===== src/rtl/gpiotest_pkg.sv =====
// Shared definitions for the gpiotest serial blocks.
// Holds clock default, data width and the UART receive state type.
package gpiotest_pkg;

  localparam int DEFAULT_CLOCK_HZ = 12_000_000;
  localparam int UART_DATA_BITS = 8;

  typedef enum logic [2:0] {
    ST_IDLE,
    ST_START,
    ST_DATA,
    ST_PARITY,
    ST_STOP
  } uart_rx_state_t;

endpackage


===== src/rtl/gpio_sync.sv =====
// Two-flop synchronizer for asynchronous GPIO inputs, resets to 1.
// Ports: clk, reset (sync, active high), d (async in), q (synced out).
module gpio_sync #(
  parameter int WIDTH = 1
) (
  input  logic             clk,
  input  logic             reset,
  input  logic [WIDTH-1:0] d,
  output logic [WIDTH-1:0] q
);

  logic [WIDTH-1:0] meta;

  always_ff @(posedge clk) begin
    if (reset) begin
      meta <= '1;
      q    <= '1;
    end else begin
      meta <= d;
      q    <= meta;
    end
  end

endmodule


===== src/rtl/gpio_uart_rx.sv =====
// 8N1 UART receiver (LSB first) for a GPIO pin; optional even parity
// with macro GPIO_UART_RX_PARITY_EN.
// Ports: clk, reset (sync, active high), rx (async line, idle high),
// rx_data/rx_valid/rx_ready (byte handshake), frame_err, overrun,
// parity_err (one-cycle pulses), busy (receiver not idle).
module gpio_uart_rx
  import gpiotest_pkg::*;
#(
  parameter int CLOCK_HZ  = DEFAULT_CLOCK_HZ,
  parameter int BAUD_RATE = 115_200
) (
  input  logic       clk,
  input  logic       reset,
  input  logic       rx,
  output logic [7:0] rx_data,
  output logic       rx_valid,
  input  logic       rx_ready,
  output logic       frame_err,
  output logic       overrun,
  output logic       parity_err,
  output logic       busy
);

  localparam int CLKS_PER_BIT = CLOCK_HZ / BAUD_RATE;
  localparam int CW = $clog2(CLKS_PER_BIT);
  localparam logic [CW-1:0] HALF_LOAD = CW'(CLKS_PER_BIT / 2 - 1);
  localparam logic [CW-1:0] BIT_LOAD = CW'(CLKS_PER_BIT - 1);
  localparam logic [2:0] LAST_IDX = 3'(UART_DATA_BITS - 1);

  if (CLKS_PER_BIT < 4) begin : g_cpb_check
    $error("gpio_uart_rx: CLKS_PER_BIT must be at least 4");
  end

  uart_rx_state_t state;
  uart_rx_state_t state_next;

  logic                      rx_s;
  logic                      rx_prev;
  logic                      fall;
  logic [CW-1:0]             cnt;
  logic                      expire;
  logic [2:0]                bits_left;
  logic [UART_DATA_BITS-1:0] shreg;
  logic                      stop_hit;
  logic                      byte_good;
  logic                      stop_bad;
  logic                      par_fail;

  gpio_sync #(.WIDTH(1)) u_sync (
    .clk   (clk),
    .reset (reset),
    .d     (rx),
    .q     (rx_s)
  );

  assign fall   = rx_prev & ~rx_s;
  assign expire = (cnt == '0);

  // State register plus the bit timing / shift datapath
  always_ff @(posedge clk) begin
    if (reset) begin
      state     <= ST_IDLE;
      rx_prev   <= 1'b1;
      cnt       <= '0;
      bits_left <= '0;
      shreg     <= '0;
    end else begin
      state   <= state_next;
      rx_prev <= rx_s;
      unique case (state)
        ST_IDLE: begin
          if (fall) cnt <= HALF_LOAD;
        end
        ST_START: begin
          if (expire) begin
            cnt       <= BIT_LOAD;
            bits_left <= LAST_IDX;
          end else begin
            cnt <= cnt - CW'(1);
          end
        end
        ST_DATA: begin
          if (expire) begin
            cnt       <= BIT_LOAD;
            shreg     <= {rx_s, shreg[UART_DATA_BITS-1:1]};
            bits_left <= bits_left - 3'd1;
          end else begin
            cnt <= cnt - CW'(1);
          end
        end
        ST_PARITY: begin
          if (expire) cnt <= BIT_LOAD;
          else        cnt <= cnt - CW'(1);
        end
        ST_STOP: begin
          if (!expire) cnt <= cnt - CW'(1);
        end
        default: cnt <= '0;
      endcase
    end
  end

  always_comb begin
    state_next = state;
    unique case (state)
      ST_IDLE: begin
        if (fall) state_next = ST_START;
      end
      ST_START: begin
        // A high start sample means the edge was a glitch
        if (expire) state_next = rx_s ? ST_IDLE : ST_DATA;
      end
      ST_DATA: begin
        if (expire && bits_left == '0) begin
`ifdef GPIO_UART_RX_PARITY_EN
          state_next = ST_PARITY;
`else
          state_next = ST_STOP;
`endif
        end
      end
`ifdef GPIO_UART_RX_PARITY_EN
      ST_PARITY: begin
        if (expire) state_next = ST_STOP;
      end
`endif
      ST_STOP: begin
        if (expire) state_next = ST_IDLE;
      end
      default: state_next = ST_IDLE;
    endcase
  end

`ifdef GPIO_UART_RX_PARITY_EN
  logic par_bad;

  // Even parity: data ones plus parity bit must be even
  always_ff @(posedge clk) begin
    if (reset) begin
      par_bad <= 1'b0;
    end else if (state == ST_PARITY && expire) begin
      par_bad <= rx_s ^ (^shreg);
    end
  end
`endif

  always_comb begin
    stop_hit = (state == ST_STOP) && expire;
    stop_bad = stop_hit && !rx_s;
`ifdef GPIO_UART_RX_PARITY_EN
    par_fail  = stop_hit && rx_s && par_bad;
    byte_good = stop_hit && rx_s && !par_bad;
`else
    par_fail  = 1'b0;
    byte_good = stop_hit && rx_s;
`endif
    busy = (state != ST_IDLE);
  end

  // Output holding register; a byte landing on a handshake replaces it
  always_ff @(posedge clk) begin
    if (reset) begin
      rx_data   <= '0;
      rx_valid  <= 1'b0;
      frame_err <= 1'b0;
      overrun   <= 1'b0;
    end else begin
      frame_err <= stop_bad;
      overrun   <= byte_good && rx_valid && !rx_ready;
      if (byte_good && (!rx_valid || rx_ready)) begin
        rx_data  <= shreg;
        rx_valid <= 1'b1;
      end else if (rx_valid && rx_ready) begin
        rx_valid <= 1'b0;
      end
    end
  end

`ifdef GPIO_UART_RX_PARITY_EN
  always_ff @(posedge clk) begin
    if (reset) parity_err <= 1'b0;
    else       parity_err <= par_fail;
  end
`else
  assign parity_err = 1'b0;
  logic unused_par;
  assign unused_par = par_fail;
`endif

endmodule


===== config.mk =====
export PLATFORM = sky130hd
export DESIGN_NAME = gpio_uart_rx
export DESIGN_NICKNAME = d
export VERILOG_FILES = /design/src/rtl/gpiotest_pkg.sv /design/src/rtl/gpio_sync.sv /design/src/rtl/gpio_uart_rx.sv
export SDC_FILE = /design/constraint.sdc
export NUM_CORES = 1
export LEC_CHECK = 0
export BUFFER_PORTS_ARGS = -buffer_cell sky130_fd_sc_hd__buf_4
export CAP_MARGIN = 40
export CORE_MARGIN = 4
export CORE_UTILIZATION = 35
export DETAILED_ROUTE_END_ITERATION = 6
export GPL_TIMING_DRIVEN = 1
export PLACE_DENSITY_LB_ADDON = 0.3
export REMOVE_ABC_BUFFERS = 1
export SLEW_MARGIN = 20
export SYNTH_ARGS = -nofsm -noshare
export SYNTH_HDL_FRONTEND = slang
export SYNTH_SLANG_ARGS = --single-unit

===== constraint.sdc =====
create_clock -name clk -period 2.78 [get_ports clk]
set_input_delay 0.139 -clock clk [delete_from_list [all_inputs] [get_ports clk]]
set_output_delay 0.139 -clock clk [all_outputs]
set_load 0.05 [all_outputs]

# After elaboration in Yosys (flattened, before gate mapping)
# Cells that the tools add are included.
dict set report word_totals {
  register_bits 35
  out_inout_bits 13
  word_cells 63
  input_bits 4
}
dict set report classes {
  reduce_logical 23
  add_sub_neg 2
  bitwise 2
  n_mux 15
  eq_ne 10
}
# op n
set op_table {}
lappend op_table {{$mux W7} 3}
lappend op_table {{$pmux W7 S3} 1}
lappend op_table {{$mux W3} 6}
lappend op_table {{$ne A2 B2 Y1 const B} 6}
lappend op_table {{$pmux W3 S4} 1}
lappend op_table {{$logic_and A1 B1 Y1} 8}
lappend op_table {{$logic_not A7 Y1} 1}
lappend op_table {{$sub A7 B1 Y7 const B} 1}
lappend op_table {{$eq A3 B2 Y1 const B} 2}
lappend op_table {{$logic_not A3 Y1} 2}
lappend op_table {{$pmux W3 S2} 1}
lappend op_table {{$reduce_and A2 Y1} 2}
lappend op_table {{$reduce_and A4 Y1} 1}
lappend op_table {{$reduce_bool A2 Y1} 2}
lappend op_table {{$eq A3 B1 Y1 const B} 1}
lappend op_table {{$eq A3 B3 Y1 const B} 1}
lappend op_table {{$logic_not A1 Y1} 3}
lappend op_table {{$reduce_and A3 Y1} 1}
lappend op_table {{$reduce_bool A3 Y1} 1}
lappend op_table {{$reduce_or A3 Y1} 1}
lappend op_table {{$sub A3 B1 Y3 const B} 1}
lappend op_table {{$mux W1} 2}
lappend op_table {{$mux W2} 1}
lappend op_table {{$and A1 B1 Y1} 1}
lappend op_table {{2 further kinds} 2}

# Logic depth before layout (Yosys ltp)
dict set report depth {
  depth_word 5
  mapped_depth 7
  depth_no_buf 6
}

# Cells and area by module
# From an unflattened synthesis, not the netlist that was laid out.
dict set report unflattened {
  cells_unflattened 199
  hier_area_um2 1681.6
}
# mod n_inst area_per_inst_um2 cells_per_inst
set by_module_without_submodules {}
lappend by_module_without_submodules {gpio_uart_rx 1 1629.1 195}
lappend by_module_without_submodules {gpio_sync 1 52.6 4}

# Least setup slack after synthesis
# No wires, ideal clock.
dict set report synth_path {
  kind {register to register}
  startpoint {register state[2]}
  endpoint {register state[1]}
  path_slack_ps 820
  period_less_slack_ps 1960
  stages_incl_launch_ff 7
  arrival_time_ps 1841
  setup_time_ps 119
  n_path_buf 2
  path_cell_list {dfxtp_1 -> buf_2 -> or3_1 -> clkbuf_1 -> nor2_1 -> a21oi_1 -> o221a_2}
}
dict set report synth_via {
  elab_chain_cells 3
}
# element line_no
set synth_rtl {}
lappend synth_rtl {{start, declared} gpio_uart_rx.sv:34} ;# uart_rx_state_t state;
lappend synth_rtl {{start signal, assigned} gpio_uart_rx.sv:68} ;# state <= state_next;
lappend synth_rtl {{$eq A3 B2 Y1 (tied with other cells)} gpio_uart_rx.sv:105} ;# unique case (state)
lappend synth_rtl {{$ne A2 B2 Y1 (no line)} n/a}
lappend synth_rtl {{$reduce_and A4 Y1 (no line)} n/a}
# Parallel ways exist; a longest one is shown, timed or not.
# A chain may end at the register's enable or synchronous reset.

# Final worst setup path
dict set report layout_path {
  startpoint {register cnt[0]}
  endpoint {register rx_data[6]}
}
dict set report layout_via {
  elab_chain_cells 4
}
# element line_no
set layout_rtl {}
lappend layout_rtl {{start, declared} gpio_uart_rx.sv:40} ;# logic [CW-1:0] cnt;
lappend layout_rtl {{start signal, assigned} gpio_uart_rx.sv:79} ;# cnt <= cnt - CW'(1);
lappend layout_rtl {{start signal, assigned} gpio_uart_rx.sv:88} ;# cnt <= cnt - CW'(1);
lappend layout_rtl {{start signal, assigned} gpio_uart_rx.sv:93} ;# else cnt <= cnt - CW'(1);
lappend layout_rtl {{$logic_not A7 Y1} gpio_uart_rx.sv:57} ;# assign expire = (cnt == '0);
lappend layout_rtl {{$logic_and A1 B1 Y1} gpio_uart_rx.sv:148} ;# stop_hit = (state == ST_STOP) && expire;
lappend layout_rtl {{$logic_and A1 B1 Y1} gpio_uart_rx.sv:155} ;# byte_good = stop_hit && rx_s;
lappend layout_rtl {{$logic_and A1 B1 Y1} gpio_uart_rx.sv:170} ;# if (byte_good && (!rx_valid || rx_ready)) begin
lappend layout_rtl {{end signal, assigned} gpio_uart_rx.sv:171} ;# rx_data <= shreg;
lappend layout_rtl {{end, declared} gpio_uart_rx.sv:15} ;# output logic [7:0] rx_data,
# No other way between the ends.

==> impl_metrics.tcl <==
set metrics [dict create \
    clk_path_buf_depth 2 \
    holdWs_ns 0.03473 \
    r2r-start "cnt[0]$_SDFFE_PP0P_" \
    synth_edf_count 0 \
    cts_resized 0 \
    final_common_cell "dfxtp_1" \
    cts_hold_buffers 0 \
    drive_gt1_frac 0.1751 \
    finalPower_w 0.002410 \
    nFillCells 475 \
    min_period_ns 2.291 \
    outcome "finished clean" \
    swShare 0.4152 \
    r2r_end "rx_data[6]$_SDFFE_PP0P_" \
    slew_headroom 0.5925 \
    maxCapViolCount 0 \
    io_buffer_count 15 \
    wirelength_mm 3.656 \
    syn_area_per_cell_um2 8.349 \
    cp-end-kind "flop" \
    drtPass1Iterations 4 \
    ys_ff_latch 35 \
    cts_root_buf "clkbuf_8" \
    async_reset_ff_frac 0 \
    setup_viol_count_final 0 \
    ant_nets 0 \
    switchingPower_w 0.001001 \
    syn-cell-area_mm2 0.001712 \
    track_usage 0.1303 \
    path_cells "inv_1, ha_1, or3b_1, or4_4, nor2b_2, mux2i_1" \
    placedCellCount 276 \
    die_y_um 77.93 \
    hold_viol 0 \
    ys.warnings.count 0 \
    leakage_nw 0.7435 \
    rsz0062_at_grt "false" \
    use_met1 0.1826 \
    use_met2 0.1918 \
    worst_slew_pin_slew_ns 0.6105 \
    setup_ws_ns 0.4891 \
    yosysUniqueCellTypes 48 \
    busiest_layer "met2" \
    vias 1445 \
    skew_ns 0.007668 \
    die_w_um 77.93 \
    io_pins 17 \
    routed_via_density 5.088 \
    cp.arrival_ns 2.50 \
    cp-start-kind "flop" \
    rrSetupSlack_ns 0.49 \
    internal-power_w 0.001410 \
    seqPwrFrac 0.293 \
    drc 0 \
    fin_cells 284 \
    gp_congestion 0.7874 \
    max_stage_delay_ns 0.52 \
    hold_depth 2 \
    drv_slew 0 \
    hold_end "u_sync.meta$_SDFF_PP1_" \
    path_clk_slew_ns 0.07 \
    grt_start_max_net_pins 25 \
    grt-ovfl-total 0 \
    core-area_mm2 0.004723 \
    initialDrtViolationCount 153 \
    crit_family "simple AND/OR/NAND/NOR gates" \
    clk-insertion-delay-late_ns 0.28 \
    yosys.area.top_type "dfxtp_1" \
    avgRoutedWirePerCell_um 12.87 \
    pwr-share-clk 0.223 \
    power_frac_comb 0.484 \
    critPathRequiredTime_ns 2.99 \
    areaGrowthSynthToFinish_pct 16.30 \
    fmax_ghz 0.4365 \
    ff2ff_path_depth 6 \
    yosys.area.top_type_share 0.4094 \
    ir_drop_uv 404.7 \
    start_util 0.3624 \
    hold_start "rx" \
    nets 224 \
    worst-path-buf-inv 1 \
    synthFlopType "dfxtp_1" \
    antenna_found_initial 0 \
    h-tree-depth 2 \
    setup_tns_ns 0 \
    use_met3 0.03248 \
    cts_buffers 5 \
    grt_pass1_wl_mm 6.285 \
    n_antenna_cell 0 \
    hp-class "in -> reg" \
    critical_path_class "reg -> reg" \
    p_per_area_mw_per_mm2 1211 \
    grt_pass1_vias 1288 \
    dp_hpwl_mm 2.501 \
    cp_slowest_cell "or4_4" \
    dieArea_mm2 0.006073 \
    rows 25 \
    ys_top_cells_by_area "dfxtp_1 41%, nand2_1 6.6%, mux2i_1 5.3%, a21oi_1 4.7%, ha_1 2.9%" \
    final_cell_mix "35 x dfxtp_1, 30 x nand2_1, 19 x buf_4" \
    post_cts_buffers 0 \
    cts.sinks 35 \
    fin_crit_sh 0.8241 \
    seq_area_frac_synth 0.4094 \
    preCtsSetupSlack_ns 0.4758 \
    syn_inst 205 \
    worst-path-max-fanout 8 \
    cts_tree "done" \
]
cell type report:
class	count	area, µm²	share of cell area
Multi-Input combinational cell	147	900.9	0.4525
Sequential cell	35	700.7	0.3520
Timing Repair Buffer	19	142.6	0.07165
Tap cell	67	83.83	0.04211
Clock buffer	6	72.57	0.03646
Clock inverter	2	60.06	0.03017
Inverter	8	30.03	0.01508
sequential cells by signal (all words and copies together) (netlist names):
name and flops:
rx_prev 1, bits_left 3, u_sync.q 1, state 3, shreg 8, cnt 7, frame_err 1, u_sync.meta 1
rx_data 8, overrun 1, rx_valid 1
synth_stat cells, drive strengths merged (3+ instances only):
cell and number:
inv 8, nand3 9, nor2 12, dfxtp 35, a211oi 4, mux2i 9
or3 3, buf 7, clkbuf 8, or4 3, nand2 30, or2 4
nor2b 3, or3b 4, o21ai 9, nor3 6, ha 4, a21oi 16
worst max path at each step:
| stage | start | endpoint | slack (ns) | cells after the start |
|---|---|---|---|---|
| floorplan | state[2]$_SDFFE_PP0P_ | rx_data[0]$_SDFFE_PP0P_ | 0.68 | 4 |
| global placement | cnt[0]$_SDFFE_PP0P_ | rx_data[6]$_SDFFE_PP0P_ | 0.53 | 6 |
| detailed placement | cnt[0]$_SDFFE_PP0P_ | rx_data[6]$_SDFFE_PP0P_ | 0.48 | 6 |
| CTS | cnt[0]$_SDFFE_PP0P_ | rx_data[6]$_SDFFE_PP0P_ | 0.46 | 6 |
| global route | cnt[0]$_SDFFE_PP0P_ | rx_data[6]$_SDFFE_PP0P_ | 0.32 | 6 |
| finish | cnt[0]$_SDFFE_PP0P_ | rx_data[6]$_SDFFE_PP0P_ | 0.49 | 6 |
per-layer routing:
metal | share of wire | vias up
met2 | 0.46 | 32
met1 | 0.47 | 663
met3 | 0.049 | 4
met4 | 0.013 | 0
li1 | - | 746
met5 | 0 | -
power by group through the flow:
stage,sequential (W),combinational [W],clock [W]
final,0.000705,0.00117,0.000538
after CTS,0.000704,0.00117,0.000552
after global routing,0.000728,0.00130,0.000571
after floorplan,0.000712,0.000829,0
after global placement,0.000711,0.00117,0
after detailed placement,0.000715,0.00116,0
cells by family (layout without fill, tap and decap cells):
family,Yosys count,in the layout,synth area share
multiplexers,9,9,0.05263
flip-flops,35,35,0.4094
buffers and inverters,23,35,0.06433
AO/OA/AOI/OAI,47,47,0.1784
XOR/XNOR,2,2,0.01024
other,1,1,0.002191
adder cells (fa/ha/maj),4,4,0.02924
AND/OR/NAND/NOR,84,84,0.2537
metrics by stage:
| step | area, µm² | util |
|---|---|---|
| 5_1_grt | 1991 | 0.4215 |
| 3_3_place_gp | 1858 | 0.3934 |
| 6_report | 1991 | 0.4215 |
| 2_1_floorplan | 1632 | - |
| 4_1_cts | 1991 | 0.4215 |
| 3_5_place_dp | 1858 | 0.3934 |
Note: power is estimated with default switching activity, not from simulation.
